[config.mk]
export PLATFORM = sky130hd
export DESIGN_NAME = cnt_param
export DESIGN_NICKNAME = d
export VERILOG_FILES = /design/src/rtl/cnt_param.sv
export SDC_FILE = /design/constraint.sdc
export NUM_CORES = 1
export LEC_CHECK = 0
export BUFFER_PORTS_ARGS = -buffer_cell sky130_fd_sc_hd__buf_2
export CAP_MARGIN = 20
export CORE_AREA = 3 3 40 42
export DETAILED_ROUTE_END_ITERATION = 10
export DIE_AREA = 0 0 43 45
export GPL_TIMING_DRIVEN = 0
export SETUP_SLACK_MARGIN = 0.02
export SYNTH_ARGS = -nofsm -noshare
export SYNTH_HDL_FRONTEND = slang
export SYNTH_SLANG_ARGS = --single-unit
export TNS_END_PERCENT = 100
[constraint.sdc]
create_clock -name clk -period 2.8 [get_ports clk]
set_input_delay 0.28 -clock clk [delete_from_list [all_inputs] [get_ports clk]]
set_output_delay 0.28 -clock clk [all_outputs]
set_load 0.01 [all_outputs]
[src/rtl/cnt_param.sv]
// Parameterised up/down counter with prescaler, wrap/saturate boundary modes,
// a combinational terminal-count strobe for cascading and a sticky boundary flag.
module cnt_param #(
    parameter int WIDTH    = 4,
    parameter int MODULUS  = 16,
    parameter int PRESCALE = 1
) (
    input  logic             clk,
    input  logic             rst_n,
    input  logic             en,
    input  logic             clr,
    input  logic             load,
    input  logic [WIDTH-1:0] din,
    input  logic             up,
    input  logic             sat,
    output logic [WIDTH-1:0] cnt,
    output logic             tc,
    output logic             ovf
);

    localparam int               PW      = (PRESCALE > 1) ? $clog2(PRESCALE) : 1;
    localparam logic [PW-1:0]    PRE_MAX = PW'(PRESCALE - 1);
    localparam logic [WIDTH-1:0] CNT_MAX = WIDTH'(MODULUS - 1);
    localparam logic [WIDTH:0]   MOD_EXT = (WIDTH + 1)'(MODULUS);

    logic [PW-1:0]    pre_q, pre_d;
    logic [WIDTH-1:0] cnt_q, cnt_d;
    logic             ovf_q, ovf_d;
    logic             stepNow;
    logic             atBound;

    // With PRESCALE=1 PRE_MAX is 0, so pre never leaves 0 and every enabled cycle steps.
    always_comb begin
        stepNow = en && !clr && !load && (pre_q == PRE_MAX);
        atBound = up ? (cnt_q == CNT_MAX) : (cnt_q == '0);
        pre_d   = pre_q;
        cnt_d   = cnt_q;
        ovf_d   = ovf_q;
        if (clr) begin
            cnt_d = '0;
            pre_d = '0;
            ovf_d = 1'b0;
        end else if (load) begin
            cnt_d = ({1'b0, din} < MOD_EXT) ? din : CNT_MAX;
            pre_d = '0;
        end else if (en) begin
            pre_d = (pre_q == PRE_MAX) ? '0 : pre_q + 1'b1;
            if (stepNow) begin
                if (atBound) begin
                    ovf_d = 1'b1;
                    if (!sat) begin
                        cnt_d = up ? '0 : CNT_MAX;
                    end
                end else begin
                    cnt_d = up ? cnt_q + 1'b1 : cnt_q - 1'b1;
                end
            end
        end
    end

    // Gated by rst_n so a downstream stage never sees a step while this one is held in reset.
    assign tc  = rst_n && stepNow && atBound;
    assign cnt = cnt_q;
    assign ovf = ovf_q;

    always_ff @(posedge clk) begin
        if (!rst_n) begin
            pre_q <= '0;
            cnt_q <= '0;
            ovf_q <= 1'b0;
        end else begin
            pre_q <= pre_d;
            cnt_q <= cnt_d;
            ovf_q <= ovf_d;
        end
    end

endmodule

# After elaboration in Yosys (flattened, before gate mapping)
# Index checks and enable logic that the tools add are counted.
# word_totals
regBits	6
mem_count	0
out_inout_bits	6
inputBits	11
romBits	0
ram_bits	0
latch_bits	0
# op_classes
n_addsub	3
eq_ne	2
n_mux	9
mul	0
n_bitwise	3
div_mod_pow	0
shift	0
n_reduce_logical	14
n_lt_le_gt_ge	0
# ops
op	count
two-way mux 4 bit	7
logical AND 1 bit	5
adder 4 x 1 -> 4 bit (second input constant)	1
equality test 4 bit (second input constant)	1
logical NOT 4 bit	1
AND reduction 4 bit	1
nonzero test 2 bit	2
subtractor 4 x 1 -> 4 bit (second input constant)	1
inequality test 3 bit (second input constant)	1
inverter 1 bit	3
AND reduction 3 bit	1
OR reduction 3 bit	1
logical NOT 1 bit	2
two-way mux 1 bit	2
OR reduction 2 bit	1
adder 1 bit (second input constant)	1

# Logic depth before layout (Yosys ltp)
# Gate-level depths: netlist of run 1.
# depth
ltp_word	7
depth_mapped	7
ltp_nobuf	7

# Worst setup path before layout of run 1
# No wires, ideal clock.
# synth_path
path_type	reg-to-reg
start	reg cnt_q[1], in the netlist cnt[1]
end	reg cnt_q[3], in the netlist cnt[3]
path_slack_ns	1.286
stages_incl_launch_ff	7
arrival_time_ns	1.429
synth_period_minus_slack_ns	1.514
required_time_ns	2.714
path_cell_list	dfxtp_1 -> ha_1 -> a21o_1 -> a21oi_1 -> xnor2_1 -> mux2i_1 -> a211oi_1
# synth_between
elab_chain_cells	6
elab_cells_between_ends	12
cone_classes	add/sub: 2; eq/ne: 2; mux: 6; reduce/logical: 2
# synth_rtl
element	line_no	source
from (decl)	27	logic [WIDTH-1:0] cnt_q, cnt_d;
from (signal assigned)	73	cnt_q <= cnt_d;
subtractor 4 x 1 -> 4 bit (tied with other cells)	55	cnt_d = up ? cnt_q + 1'b1 : cnt_q - 1'b1;
two-way mux 4 bit or two-way mux 1 bit (tied branches)	55, 35	
two-way mux 4 bit	49	if (atBound) begin
two-way mux 4 bit	48	if (stepNow) begin
two-way mux 4 bit	46	end else if (en) begin
two-way mux 4 bit	43	end else if (load) begin
# Parallel ways exist; a longest one is shown, timed or not. The select of a mux whose other input is x is not followed.
# A chain may end at the register's enable or synchronous reset.

# Final worst setup path of run 1
# layout_path
start	reg cnt_q[0], in the netlist cnt[0]
end	out tc
# layout_between
elab_chain_cells	3
elab_cells_between_ends	4
cone_classes	eq/ne: 1; mux: 1; reduce/logical: 2
# layout_rtl
element	line_no	source
equality test 4 bit or logical NOT 4 bit (tied branches)	35	atBound = up ? (cnt_q == CNT_MAX) : (cnt_q == '0);
two-way mux 1 bit (*)	35	
logical AND 1 bit (*)	62	assign tc = rst_n && stepNow && atBound;
to (decl)	17	output logic tc,
# Every way passes the cells marked *; elsewhere a longest branch is shown, timed or not.

==> results.py, run 1 <==
metrics = {
    "cells_and_area": {
        "layout.cell_area.non_filler_sq_um": 569.3,
        "area_growth_pct": 28.17,
        "fin_nets": 90,
        "drive_gt1_share_pct": 34.67,
        "diodes": 0,
    },
    "sta": {
        "worst_clock_skew_ns": 0.009231,
        "setup_violations": 0,
        "slew_viol_final": 0,
        "rsz0062_at_grt": "no",
        "worst_pin_slew_ns": 0.3552,
        "slew_headroom_pct": 76.27,
        "fin_setup_tns_ns": 0,
        "fmax_mhz": 558.4,
        "fin_crit_sh_pct": 63.96,
        "hold_violations": 0,
        "period_needed_ns": 1.791,
    },
    "cts": {
        "cts.sinks": 5,
        "holdBufCountCts": 0,
        "post-cts-setup-buffer-count": 0,
        "cts_max_level": 1,
        "cts.path.max_buffers": 2,
        "clock_latency_ns": 0.25,
        "tritoncts": "done",
        "root_buffer": "clkbuf_4",
        "ctsResizeCount": 0,
        "clkSlewWorstSetupHoldPaths_ns": 0.05,
        "numCtsBuffers": 3,
    },
    "logic_synthesis": {
        "yosys_warnings": 0,
        "ys_types": 26,
        "yosys-top-cells-area": "dfxtp_1, xnor2_1, a211oi_2",
        "avgSynthCellArea_sq_um": 8.076,
        "yosysSeqAreaShare_pct": 22.54,
        "ys_ff_latch": 5,
        "netlist_area_sq_um": 444.2,
        "postSynthCellCount": 55,
        "synth-main-ff-cell": "dfxtp_1",
        "synth.largest_area_cell": "dfxtp_1",
        "syn-num-nets": 69,
        "synth_commonest_cells": "dfxtp_1, nor2_1",
        "synth_async_sr_flop_share_pct": 0,
        "synth_edf_count": 0,
        "yosysTopAreaCellShare_pct": 22.54,
    },
    "setup_path": {
        "cp-start-kind": "flop",
        "end_kind": "output port",
        "criticalPathCategory": "reg2out",
        "path_max_fanout": 8,
        "cp.arrival_ns": 1.51,
        "critical_path_required_ns": 2.52,
    },
    "global_route": {
        "grt_pass1_vias": 460,
        "grt_max_degree": 9,
        "grt_first_pass_wirelength_um": 1821,
        "overflow": 0,
        "antenna_found_initial": 0,
        "grtUsageTotal_pct": 12.50,
    },
    "die": {
        "std_cell_rows": 13,
        "core_area_sq_um": 1285,
        "die_y_um": 45,
        "pin_count": 17,
        "die_area_sq_um": 1935,
        "start_util_pct": 34.57,
        "die_x_um": 43,
    },
    "routing": {
        "first_pass_iters": 4,
        "vias": 469,
        "drc": 0,
        "drt_wl_total_um": 1094,
        "drt-initial-drc-count": 7,
        "ant_nets": 0,
        "via_per_inst": 5.211,
        "wl_per_cell_um": 12.16,
    },
    "power_and_ir_drop": {
        "intPower_w": 0.0001583,
        "pwr_density_cell_nw_per_um2": 400.0,
        "swShare_pct": 30.49,
        "total_power_w": 0.0002277,
        "clock_power_share_pct": 37.4,
        "ir_worst_vdd_mv": 0.2149,
        "p_leak_nw": 0.2591,
        "switchingPower_w": 0.00006943,
        "power_frac_comb_pct": 27.1,
        "pwr-share-seq_pct": 35.6,
    },
    "hold_path": {
        "hold_path_class": "in2reg",
    },
    "flow_run": {
        "max_cap_viol_count": 0,
    },
    "placement": {
        "place_area_sq_um": 543.0,
        "portBuffers": 16,
        "dp_hpwl_um": 830.6,
        "gp_congestion": 0.7887,
    },
    "run_status": {
        "outcome": "finished clean",
    },
}
[critical path: stages, from the launching register on]
cell and delay, ns:
dfxtp_1 0.48, nand3_1 0.14, nor2_1 0.20, nor2_1 0.06
nor2_1 0.12, and2_1 0.14, buf_2 0.12
[registers in the layout (all words and copies together), names as in the netlist]
name and count:
cnt 4, ovf 1
[final cells by class]
class,instances,area (sq um)
fill,128,715.7
timing repair buffer,16,80.08
multi-input combinational,46,329.1
inverter,4,15.01
clock buffer,4,26.28
tap,15,18.77
sequential,5,100.1
[cells in the final DEF (no fill, tap or decap), types with 3 or more instances in the layout]
cell type  count
a21oi_1        4
buf_2         16
clkbuf_4       3
dfxtp_1        5
inv_1          4
nand2_1        4
nand3_1        3
nor2_1         5
o21ai_0        4
xnor2_1        3
[logic make-up (layout without fill, tap and decap cells)]
logic type	Yosys count	in the layout	synth area share [%]
multiplexers	1	1	2.254
buffers and inverters	4	24	3.379
XOR/XNOR	3	3	5.917
AND/OR/NAND/NOR	21	21	26.76
adder cells (fa/ha/maj)	3	3	10.14
flip-flops	5	5	22.54
AO/OA/AOI/OAI	18	18	29.02
[stage by stage]
stage / utilization (%) / hold slack, ns / setup WS [ns] / std cells
after floorplan: - / 0.4814 / 1.286 / 55
after global placement: 42.26 / 0.4451 / 1.112 / 86
after detailed placement: 42.26 / 0.4624 / 1.115 / 86
after CTS: 44.30 / 0.3654 / 0.9951 / 90
after global routing: 44.30 / 0.3706 / 0.8449 / 90
final: 44.30 / 0.3624 / 1.009 / 90
[layer usage]
layer	GRT usage, %	wire length (um)
met1	15.22	518
met5	0	0
met2	19.76	484
met3	3.586	76
met4	7.229	14
[power by group through the flow]
stage	Clock, W	Sequential [W]	Combinational, W
6_report	0.0000851	0.0000810	0.0000616
4_1_cts	0.0000869	0.0000809	0.0000622
5_1_grt	0.0000910	0.0000816	0.0000683
3_3_place_gp	0	0.0000820	0.0000604
3_5_place_dp	0	0.0000822	0.0000615
2_1_floorplan	0	0.0000826	0.0000400
[final timing paths]
check,from,end,slack (ns),depth (start not counted)
setup / recovery,cnt[0],tc,1.01,6
hold / removal,clr,ovf,0.36,3
setup reg to reg,cnt[1],cnt[3],1.18,6
hold reg to reg,ovf,ovf,0.47,1
Note: power is estimated with default switching activity, not from simulation.
==> run 2, diff against run 1 <==
==> constraint.sdc (replaced) <==
create_clock -name clk -period 1.7 [get_ports clk]
set_input_delay 0.17 -clock clk [delete_from_list [all_inputs] [get_ports clk]]
set_output_delay 0.17 -clock clk [all_outputs]
set_load 0.01 [all_outputs]
==> run 2 against run 1 <==
  * Critical endpoint unchanged
  * Critical path type unchanged
  * First-iteration DRC count grew 29%
  * Critical path depth unchanged
  * Cell area grew 5.3%
  * Die area unchanged
  * Clock power up 65%
  * Highest routed layer unchanged
==> results.py, run 2 (synthesis results as in run 1) <==
metrics = {
    "die": {
        "std_cell_rows": 13,
        "core_area_sq_um": 1285,
        "start_util_pct": 34.57,
        "die_y_um": 45,
        "die_area_sq_um": 1935,
        "die_x_um": 43,
        "pin_count": 17,
    },
    "setup_path": {
        "critPathLaunch": "cnt[0]",
        "r2r.worst_path.cells": 6,
        "criticalPathCategory": "reg2out",
        "rr_endpoint": "cnt[3]",
        "cp-start-kind": "flop",
        "r2r_slack_ns": 0.17,
        "cp.arrival_ns": 1.41,
        "r2r_start": "cnt[1]",
        "critical_path_required_ns": 1.53,
        "endpoint": "tc",
        "path_max_fanout": 6,
        "end_kind": "output port",
    },
    "cts": {
        "tritoncts": "done",
        "cts.sinks": 5,
        "root_buffer": "clkbuf_4",
        "holdBufCountCts": 0,
        "cts_max_level": 1,
        "cts.path.max_buffers": 2,
        "numCtsBuffers": 3,
        "clkSlewWorstSetupHoldPaths_ns": 0.05,
        "clock_latency_ns": 0.25,
    },
    "cells_and_area": {
        "layout_commonest_cell": "buf_2",
        "drive_gt1_share_pct": 41.56,
        "fin_nets": 92,
        "diodes": 0,
        "final_cells": 92,
        "area_growth_pct": 34.93,
        "fillers": 123,
        "largest_reg_flops": 4,
    },
    "routing": {
        "drt_wl_total_um": 1104,
        "ant_nets": 0,
        "vias": 472,
        "drt-initial-drc-count": 9,
        "wl_per_cell_um": 12.00,
        "via_per_inst": 5.130,
        "first_pass_iters": 4,
        "drc": 0,
    },
    "placement": {
        "pre_cts_slack_ns": 0.1236,
        "dp_hpwl_um": 830.6,
        "portBuffers": 16,
        "dp.cells": 86,
        "gp_congestion": 0.7887,
    },
    "global_route": {
        "grt_max_degree": 9,
        "antenna_found_initial": 0,
        "grtUsageTotal_pct": 12.50,
        "overflow": 0,
        "grt_first_pass_wirelength_um": 1821,
        "grt_pass1_vias": 460,
    },
    "sta": {
        "hold_violations": 0,
        "slew_headroom_pct": 76.85,
        "setup_slack_ns": 0.1188,
        "slew_viol_final": 0,
        "worst_pin_slew_ns": 0.3465,
        "worst_clock_skew_ns": 0.008543,
        "fin_setup_tns_ns": 0,
        "fin_crit_sh_pct": 93.01,
        "setup_violations": 0,
        "rsz0062_at_grt": "no",
        "hold_ws_ns": 0.2508,
        "fmax_mhz": 632.4,
        "period_needed_ns": 1.581,
    },
    "hold_path": {
        "holdPathStages": 3,
        "hold_path_class": "in2reg",
    },
    "power_and_ir_drop": {
        "p_leak_nw": 0.2709,
        "pwr_density_cell_nw_per_um2": 639.2,
        "ir_worst_vdd_mv": 0.3526,
    },
    "flow_run": {
        "max_cap_viol_count": 0,
    },
    "run_status": {
        "outcome": "finished clean",
    },
}
[run 2: cell types whose count changed in the layout (fill, tap and decap cells not counted), sizes merged]
cell | before | now
buf | 16 | 18
[run 2: per-stage QoR]
step / total power (W) / util, % / instance area [sq um]
detailed placement: 0.0002366 / 42.26 / 543.0
global route: 0.0004055 / 46.64 / 599.3
CTS: 0.0003792 / 44.40 / 570.5
floorplan: 0.0002020 / - / 444.2
global placement: 0.0002346 / 42.26 / 543.0
finish: 0.0003831 / 46.64 / 599.3
[run 2: where the power goes]
group	total, W	switching [W]	internal (W)	leakage (nW)
Sequential	0.000134	0.0000101	0.000123	0.0424
Combinational	0.000110	0.0000555	0.0000544	0.214
Clock	0.000140	0.0000508	0.0000888	0.0150
Total	0.000383	0.000116	0.000267	0.271
[run 2: worst min path at each step]
stage	start	to
2_1_floorplan	clr	ovf
3_3_place_gp	ovf	ovf
3_5_place_dp	ovf	ovf
4_1_cts	din[3]	cnt[3]
5_1_grt	din[3]	cnt[3]
6_report	clr	ovf
[run 2: final cells by class]
type,instances,area (sq um),area share [%]
timing repair buffer,18,95.09,15.87
clock buffer,4,26.28,4.384
tap,15,18.77,3.132
inverter,4,15.01,2.505
multi-input combinational,46,337.8,56.37
sequential,5,106.4,17.75
[run 2: per-layer routing]
| layer | vias up | track usage, % | routed length, um |
|---|---|---|---|
| met4 | 0 | 7.229 | 14 |
| met5 | - | 0 | 0 |
| met2 | 14 | 19.76 | 493 |
| met3 | 2 | 3.586 | 76 |
| li1 | 243 | - | - |
| met1 | 213 | 15.22 | 520 |
[run 2: repair_timing]
| item | CTS | global route |
|---|---|---|
| buffers inserted | 0 | 2 |
| endpoints found under the hold margin | 0 | 0 |
| pin swaps | 0 | 2 |
| resized for setup | 1 | 5 |
| endpoints found under the setup margin | 1 | 1 |
[run 2: worst max-delay path: stages, from the launching register on]
cell and delay [ns]:
dfxtp_4 0.36, nor3_4 0.18, and2_4 0.18, nor2_1 0.05, nor2_1 0.13, and2_1 0.14, buf_2 0.12
